===== src/rtl/snake_pkg.sv =====
// Shared types and constants for the snake game display path: object codes,
// grid size, LCD command bytes, tile update record and the colour lookup.
package snake_pkg;

  localparam int GRID_W = 16;
  localparam int GRID_H = 12;

  typedef logic [2:0] obj_code_t;

  localparam obj_code_t OBJ_EMPTY  = 3'b000;
  localparam obj_code_t OBJ_HEAD   = 3'b001;
  localparam obj_code_t OBJ_BODY   = 3'b010;
  localparam obj_code_t OBJ_APPLE  = 3'b011;
  localparam obj_code_t OBJ_BORDER = 3'b100;

  // LCD controller command bytes (column window, row window, memory write)
  localparam logic [7:0] CMD_CASET = 8'h2A;
  localparam logic [7:0] CMD_RASET = 8'h2B;
  localparam logic [7:0] CMD_RAMWR = 8'h2C;

  // One buffered tile update
  typedef struct packed {
    logic [3:0] x;
    logic [3:0] y;
    obj_code_t  obj;
  } tile_upd_t;

  localparam int TILE_UPD_W = $bits(tile_upd_t);

  typedef enum logic [2:0] {
    ST_IDLE,
    ST_CASET_C,
    ST_CASET_D,
    ST_RASET_C,
    ST_RASET_D,
    ST_RAMWR_C,
    ST_PIXEL
  } rend_state_e;

  // RGB565 colour for each object; unused codes render black
  function automatic logic [15:0] colour_lut(input obj_code_t code);
    case (code)
      OBJ_HEAD:   colour_lut = 16'h07E0;
      OBJ_BODY:   colour_lut = 16'h03E0;
      OBJ_APPLE:  colour_lut = 16'hF800;
      OBJ_BORDER: colour_lut = 16'hFFFF;
      default:    colour_lut = 16'h0000;
    endcase
  endfunction

endpackage


===== src/rtl/tile_fifo.sv =====
// Small synchronous FIFO for tile updates. Push and pop may coincide, which
// also lets a push land while the FIFO is full provided a pop frees a slot.
module tile_fifo #(
  parameter int DEPTH = 8,
  parameter int WIDTH = 11
) (
  input  logic                   clk,
  input  logic                   nrst,
  input  logic                   push,
  input  logic                   pop,
  input  logic [WIDTH-1:0]       wdata,
  output logic [WIDTH-1:0]       rdata,
  output logic [$clog2(DEPTH):0] count,
  output logic                   full,
  output logic                   empty
);

  localparam int AW = $clog2(DEPTH);
  localparam int CW = AW + 1;

  logic [WIDTH-1:0] mem_q [DEPTH];
  logic [AW-1:0]    wr_ptr_q, wr_ptr_d;
  logic [AW-1:0]    rd_ptr_q, rd_ptr_d;
  logic [CW-1:0]    count_q, count_d;
  logic             push_en, pop_en;

  assign full    = (count_q == CW'(DEPTH));
  assign empty   = (count_q == '0);
  assign count   = count_q;
  assign rdata   = mem_q[rd_ptr_q];
  assign push_en = push && (!full || pop);
  assign pop_en  = pop && !empty;

  // Pointer and occupancy update
  always_comb begin
    // NOTE: every output of a combinational block gets a default first so no path leaves it unassigned (no latch).
    wr_ptr_d = wr_ptr_q;
    rd_ptr_d = rd_ptr_q;
    count_d  = count_q;
    if (push_en) wr_ptr_d = wr_ptr_q + AW'(1);
    if (pop_en)  rd_ptr_d = rd_ptr_q + AW'(1);
    case ({push_en, pop_en})
      2'b10:   count_d = count_q + CW'(1);
      2'b01:   count_d = count_q - CW'(1);
      default: count_d = count_q;
    endcase
  end

  // Pointer and count registers
  always_ff @(posedge clk or negedge nrst) begin
    // NOTE: sequential state uses non-blocking assignment so all flops update together at the edge.
    if (!nrst) begin
      wr_ptr_q <= '0;
      rd_ptr_q <= '0;
      count_q  <= '0;
    end else begin
      wr_ptr_q <= wr_ptr_d;
      rd_ptr_q <= rd_ptr_d;
      count_q  <= count_d;
    end
  end

  // Storage array write
  always_ff @(posedge clk) begin
    // NOTE: the storage array is not reset; the pointers and count decide what is valid.
    if (push_en) mem_q[wr_ptr_q] <= wdata;
  end

endmodule


===== src/rtl/tile_renderer.sv =====
// Turns buffered tile updates into the LCD byte stream for one tile each:
// column window, row window, memory-write command, then the solid colour
// for every pixel. Output byte, dcx and valid are registered.
module tile_renderer
  import snake_pkg::*;
#(
  parameter int FIFO_DEPTH = 8,
  parameter int TILE_PX    = 20
) (
  input  logic       clk,
  input  logic       nrst,
  input  logic       diff,
  input  logic [3:0] x,
  input  logic [3:0] y,
  input  logic [2:0] obj_code,
  output logic       out_valid,
  input  logic       out_ready,
  output logic       out_dcx,
  output logic [7:0] out_data,
  output logic       full,
  output logic       busy,
  output logic       overflow
);

  localparam int CNT_W = $clog2(FIFO_DEPTH) + 1;
  localparam int PIX_N = TILE_PX * TILE_PX;
  localparam int PIX_W = (PIX_N > 1) ? $clog2(PIX_N) : 1;
  localparam logic [PIX_W-1:0] PIX_LAST  = PIX_W'(PIX_N - 1);
  localparam logic [15:0]      TILE_SPAN = 16'(TILE_PX - 1);

  rend_state_e      state_q, state_d;
  logic [1:0]       idx_q, idx_d;
  logic [PIX_W-1:0] pix_q, pix_d;
  logic             hilo_q, hilo_d;
  logic [3:0]       x_q, x_d;
  logic [3:0]       y_q, y_d;
  logic [15:0]      colour_q, colour_d;
  logic             out_valid_q, out_valid_d;
  logic             out_dcx_q, out_dcx_d;
  logic [7:0]       out_data_q, out_data_d;
  logic             overflow_q, overflow_d;

  logic             push_req, push_ok, pop, accept;
  tile_upd_t        upd_in, upd_head;
  logic [TILE_UPD_W-1:0] fifo_rdata;
  logic [CNT_W-1:0] fifo_count;
  logic             fifo_full, fifo_empty;

  assign upd_in   = '{x: x, y: y, obj: obj_code};
  assign upd_head = fifo_rdata;
  assign push_req = diff && (y <= 4'(GRID_H - 1));
  assign push_ok  = push_req && ((fifo_count != CNT_W'(FIFO_DEPTH)) || pop);
  assign accept   = out_valid_q && out_ready;

  tile_fifo #(
    .DEPTH (FIFO_DEPTH),
    .WIDTH (TILE_UPD_W)
  ) u_fifo (
    .clk   (clk),
    .nrst  (nrst),
    .push  (push_ok),
    .pop   (pop),
    .wdata (upd_in),
    .rdata (fifo_rdata),
    .count (fifo_count),
    .full  (fifo_full),
    .empty (fifo_empty)
  );

  // Byte presented in a given position of the tile sequence
  function automatic logic [8:0] lcd_byte(input rend_state_e st, input logic [1:0] idx,
                                          input logic hilo, input logic [3:0] tx,
                                          input logic [3:0] ty, input logic [15:0] col);
    logic [15:0] origin;
    logic [15:0] word;
    origin = 16'((st == ST_CASET_D) ? tx : ty) * 16'(TILE_PX);
    word   = idx[1] ? (origin + TILE_SPAN) : origin;
    case (st)
      ST_CASET_C:             lcd_byte = {1'b0, CMD_CASET};
      ST_RASET_C:             lcd_byte = {1'b0, CMD_RASET};
      ST_RAMWR_C:             lcd_byte = {1'b0, CMD_RAMWR};
      ST_CASET_D, ST_RASET_D: lcd_byte = {1'b1, idx[0] ? word[7:0] : word[15:8]};
      ST_PIXEL:               lcd_byte = {1'b1, hilo ? col[7:0] : col[15:8]};
      default:                lcd_byte = 9'h000;
    endcase
  endfunction

  // Sequencer next state; output byte is derived from the next position
  always_comb begin
    state_d    = state_q;
    idx_d      = idx_q;
    pix_d      = pix_q;
    hilo_d     = hilo_q;
    x_d        = x_q;
    y_d        = y_q;
    colour_d   = colour_q;
    pop        = 1'b0;
    overflow_d = overflow_q | (push_req & ~push_ok);

    case (state_q)
      ST_IDLE: begin
        if (!fifo_empty) begin
          pop      = 1'b1;
          x_d      = upd_head.x;
          y_d      = upd_head.y;
          colour_d = colour_lut(upd_head.obj);
          state_d  = ST_CASET_C;
        end
      end
      ST_CASET_C: if (accept) begin
        idx_d   = 2'd0;
        state_d = ST_CASET_D;
      end
      ST_CASET_D: if (accept) begin
        if (idx_q == 2'd3) begin
          idx_d   = 2'd0;
          state_d = ST_RASET_C;
        end else begin
          idx_d = idx_q + 2'd1;
        end
      end
      ST_RASET_C: if (accept) begin
        idx_d   = 2'd0;
        state_d = ST_RASET_D;
      end
      ST_RASET_D: if (accept) begin
        if (idx_q == 2'd3) begin
          idx_d   = 2'd0;
          state_d = ST_RAMWR_C;
        end else begin
          idx_d = idx_q + 2'd1;
        end
      end
      ST_RAMWR_C: if (accept) begin
        pix_d   = '0;
        hilo_d  = 1'b0;
        state_d = ST_PIXEL;
      end
      ST_PIXEL: if (accept) begin
        if (!hilo_q) begin
          hilo_d = 1'b1;
        end else begin
          hilo_d = 1'b0;
          if (pix_q == PIX_LAST) begin
            pix_d = '0;
            if (!fifo_empty) begin
              pop      = 1'b1;
              x_d      = upd_head.x;
              y_d      = upd_head.y;
              colour_d = colour_lut(upd_head.obj);
              state_d  = ST_CASET_C;
            end else begin
              state_d = ST_IDLE;
            end
          end else begin
            pix_d = pix_q + PIX_W'(1);
          end
        end
      end
      default: state_d = ST_IDLE;
    endcase

    out_valid_d = (state_d != ST_IDLE);
    {out_dcx_d, out_data_d} = lcd_byte(state_d, idx_d, hilo_d, x_d, y_d, colour_d);
  end

  // Sequencer state, latched tile and registered LCD outputs
  always_ff @(posedge clk or negedge nrst) begin
    if (!nrst) begin
      state_q     <= ST_IDLE;
      idx_q       <= '0;
      pix_q       <= '0;
      hilo_q      <= 1'b0;
      x_q         <= '0;
      y_q         <= '0;
      colour_q    <= '0;
      out_valid_q <= 1'b0;
      out_dcx_q   <= 1'b0;
      out_data_q  <= '0;
      overflow_q  <= 1'b0;
    end else begin
      state_q     <= state_d;
      idx_q       <= idx_d;
      pix_q       <= pix_d;
      hilo_q      <= hilo_d;
      x_q         <= x_d;
      y_q         <= y_d;
      colour_q    <= colour_d;
      out_valid_q <= out_valid_d;
      out_dcx_q   <= out_dcx_d;
      out_data_q  <= out_data_d;
      overflow_q  <= overflow_d;
    end
  end

  assign out_valid = out_valid_q;
  assign out_dcx   = out_dcx_q;
  assign out_data  = out_data_q;
  assign full      = fifo_full;
  assign busy      = (state_q != ST_IDLE) || !fifo_empty;
  assign overflow  = overflow_q;

endmodule


===== config.mk =====
export PLATFORM = sky130hd
export DESIGN_NAME = tile_renderer
export DESIGN_NICKNAME = d
export VERILOG_FILES = /design/src/rtl/snake_pkg.sv /design/src/rtl/tile_fifo.sv /design/src/rtl/tile_renderer.sv
export SDC_FILE = /design/constraint.sdc
export NUM_CORES = 1
export LEC_CHECK = 0
export CORE_AREA = 2 2 133 135
export CTS_CLUSTER_DIAMETER = 150
export CTS_CLUSTER_SIZE = 14
export DETAILED_ROUTE_END_ITERATION = 8
export DIE_AREA = 0 0 135 137
export GPL_ROUTABILITY_DRIVEN = 0
export PLACE_DENSITY_LB_ADDON = 0.08
export SYNTH_ARGS = -nofsm -noshare
export SYNTH_HDL_FRONTEND = slang
export SYNTH_SLANG_ARGS = --single-unit
export TNS_END_PERCENT = 100

===== constraint.sdc =====
create_clock -name clk -period 6.5 [get_ports clk]
set_input_delay 1.3 -clock clk [delete_from_list [all_inputs] [get_ports clk]]
set_output_delay 1.3 -clock clk [all_outputs]
set_load 0.03 [all_outputs]

==> flow_metrics.py <==
metrics = {
    "floorplan": {
        "die_height_um": 137,
        "die_x_um": 135,
        "ios": 28,
        "core_mm2": 0.0171,
        "die-area_mm2": 0.0185,
        "start_util": 0.396,
        "rows": 48,
    },
    "final_layout": {
        "fin_util": 0.465,
        "drive_gt1_frac": 0.150,
        "antenna_cells": 0,
        "final_nets": 557,
        "area_growth_pct": 17.6,
        "final_cells": 765,
    },
    "routing": {
        "detail_route.first_pass.iterations": 4,
        "drc_errors": 0,
        "routed_wl_mm": 13.7,
        "initialDrtViolationCount": 363,
        "vias": 4051,
        "antenna_left": 0,
        "post_drt_wl_per_cell_um": 17.9,
        "vias_per_cell": 5.30,
    },
    "critical_path": {
        "path_class": "in2reg",
        "crit_required_ps": 6800,
        "crit_slowest_cell": "clkdlybuf4s50_1",
        "max_stage_delay_ps": 520,
        "r2r_slack_ps": 2100,
        "critical_path_arrival_ps": 5290,
        "critPathLaunchType": "primary input",
        "r2r_end": "out_data[7]",
        "reg2reg_from": "state_q[2]",
        "reg2reg_depth": 15,
        "crit_chain": "clkdlybuf4s50_1 > and3_1 > and4_1 > o21ai_2 > inv_2 > o31ai_1 > inv_1 > ha_1 > ha_1 > inv_1 > fa_1 > nor3_1 > xor2_1 > xnor2_1 > a221o_1",
        "crit_fanout": 14,
        "worst_setup_path_end_kind": "register",
    },
    "clocking": {
        "cts_hold_buffers": 0,
        "cts_resized": 0,
        "cts_root_buffer": "clkbuf_16",
        "cts_max_path_buffers": 2,
        "clkTransAtPathRegs_ps": 60,
        "cts_buffers": 17,
        "ctsHtreeMaxLevel": 4,
        "cts_setup_buffers": 0,
        "tritoncts": "done",
        "cts_sinks": 148,
        "clk_latency_ps": 420,
    },
    "logic_synthesis": {
        "ys_warn_count": 0,
        "avgSynthCellArea_um2": 13.6,
        "syn_nets": 526,
        "postSynth.asyncResetShare": 0.405,
        "synth-edff-count": 88,
        "synth-main-ff-cell": "edfxtp_1",
        "synth_area_mm2": 0.00675,
        "ys_ff_latch": 148,
        "synthCells": 496,
        "yosysSeqAreaShare": 0.614,
        "yosysTopAreaCellShare": 0.391,
        "yosysTopAreaCell": "edfxtp_1",
        "synthDistinctLibCells": 60,
        "ys_top_cells_by_area": "edfxtp_1 39%, dfrtp_1 22%, mux4_2 4.7%, mux4_1 3.1%, nand2_1 2.6%",
    },
    "status": {
        "status": "completed",
    },
    "global_route": {
        "first_global_vias": 4058,
        "overflow": 0,
        "antenna_found_initial": 0,
        "grt_pass1_wl_mm": 22.5,
        "grt.total_usage": 0.163,
        "grt_max_degree": 61,
    },
    "power_and_ir_drop": {
        "power_density_mw_per_mm2": 536,
        "vdd_ir_drop_max_mv": 0.237,
        "leakage_uw": 0.00307,
    },
    "hold_path": {
        "worstHoldStart": "overflow",
        "whs_endpoint": "overflow",
        "hold_path_depth": 1,
        "timing.hold.worst.class": "reg2reg",
    },
    "placed_design": {
        "dp.cells": 733,
        "port_buffers": 27,
        "dp_hpwl_mm": 9.04,
    },
    "sta": {
        "setup_viol": 0,
        "worstMarginPinSlew_ps": 1180,
        "finalCritPeriodShare": 0.768,
        "fin_skew_ps": 10.9,
        "slew_viol_final": 0,
        "period_needed_ps": 4990,
        "max_slew_margin": 0.211,
        "hold_viol_final": 0,
        "rsz0062_at_grt": "false",
        "fin_tns_setup_ps": 0,
        "fmax_mhz": 200,
    },
    "run": {
        "cap_violations": 0,
    },
}
report_power, final:
part	leakage, µW	internal, µW	switching (µW)
clock network	0.000319	687	396
logic	0.00120	777	982
registers	0.00155	1220	194
total	0.00307	2690	1570
cells in the mapped netlist, drive strengths merged (2+ instances only):
cell    number
a21boi       2
a211o        2
mux2i       16
a21o         8
o31a         2
and4         2
nor4         2
xor2         6
a21oi       17
edfxtp      88
nand4        3
o31ai        5
mux2         7
o211ai       2
fa           2
buf         11
nor2        32
nor2b        5
nand4b       2
dfrtp       60
a221o        3
a22oi        2
o22ai        2
nor3        12
mux4        22
xnor2       12
nand2b       4
and3         5
a32o         2
o21ai       25
nand3       11
inv         21
clkbuf      15
a211oi       3
and2         4
nor3b        7
nor4b        3
ha          13
nand2       47
how the worst max path moves through the flow:
stage | startpoint | to | cells past startpoint
after global placement | out_ready | out_data[7] | 15
after detailed placement | out_ready | out_data[7] | 15
final | out_ready | out_data[7] | 15
after CTS | out_ready | out_data[7] | 15
after global routing | out_ready | out_data[0] | 15
after floorplan | out_ready | out_data[7] | 17
final cells by class:
| cell class | instances | area (µm²) |
|---|---|---|
| timing repair buffer | 38 | 348 |
| fill | 1556 | 9120 |
| inverter | 21 | 78.8 |
| tap | 225 | 282 |
| sequential | 148 | 4140 |
| clock inverter | 14 | 223 |
| multi-input combinational | 301 | 2430 |
| clock buffer | 18 | 429 |
sequential cells by signal, summed over array words and instances, names as in the netlist, 2 cells and up:
signal / flops
colour_q: 16
u_fifo.count: 4
idx_q: 2
u_fifo.wr_ptr_q: 3
x_q: 4
state_q: 3
pix_q: 9
u_fifo.rd_ptr_q: 3
out_data: 8
u_fifo.mem_q: 88
y_q: 4
logic make-up (layout without fill, tap and decap cells):
logic type	count (synthesis)	after routing	share of synthesized area
adder cells (fa/ha/maj)	15	15	0.0300
XOR/XNOR	18	18	0.0234
AND/OR/NAND/NOR	141	141	0.104
AO/OA/AOI/OAI	82	82	0.0823
buffers and inverters	47	91	0.0298
multiplexers	45	45	0.117
flip-flops	148	148	0.614
worst max-delay path, delay by kind of cell:
kind / cells / cell delay [ps]
buffers and inverters: 4 / 950
xor gates and xnor gates: 2 / 320
AOI/OAI and AO/OA: 3 / 970
adders and majority gates: 3 / 990
and+or+nand+nor: 3 / 770
metrics by stage:
step	cell area [µm²]	total power (µW)	hold WS (ps)	worst slack (ps)
after CTS	7940	4300	479	1570
after global routing	7940	4560	502	1370
after detailed placement	7290	3210	464	1140
after global placement	7290	3180	445	1310
final	7940	4260	471	1510
after floorplan	6750	2750	436	1870
layout by cell type (no fill, tap or decap), drive strengths merged, types with 13 or more instances in the layout:
| cell | synthesis | final |
|---|---|---|
| a21oi | 17 | 17 |
| clkdlybuf4s50 | 0 | 26 |
| mux4 | 22 | 22 |
| inv | 21 | 25 |
| edfxtp | 88 | 88 |
| nand2 | 47 | 47 |
| o21ai | 25 | 25 |
| dfrtp | 60 | 60 |
| ha | 13 | 13 |
| clkbuf | 15 | 18 |
| mux2i | 16 | 16 |
| nor2 | 32 | 32 |
routing by layer:
layer,GRT usage,part of all wire,up-vias
li1,-,-,1907
met4,0.0399,0.0079,0
met3,0.0478,0.037,11
met1,0.210,0.45,2053
met5,0,0,-
met2,0.272,0.50,80
No activity file was read; power rests on OpenSTA's default activity.
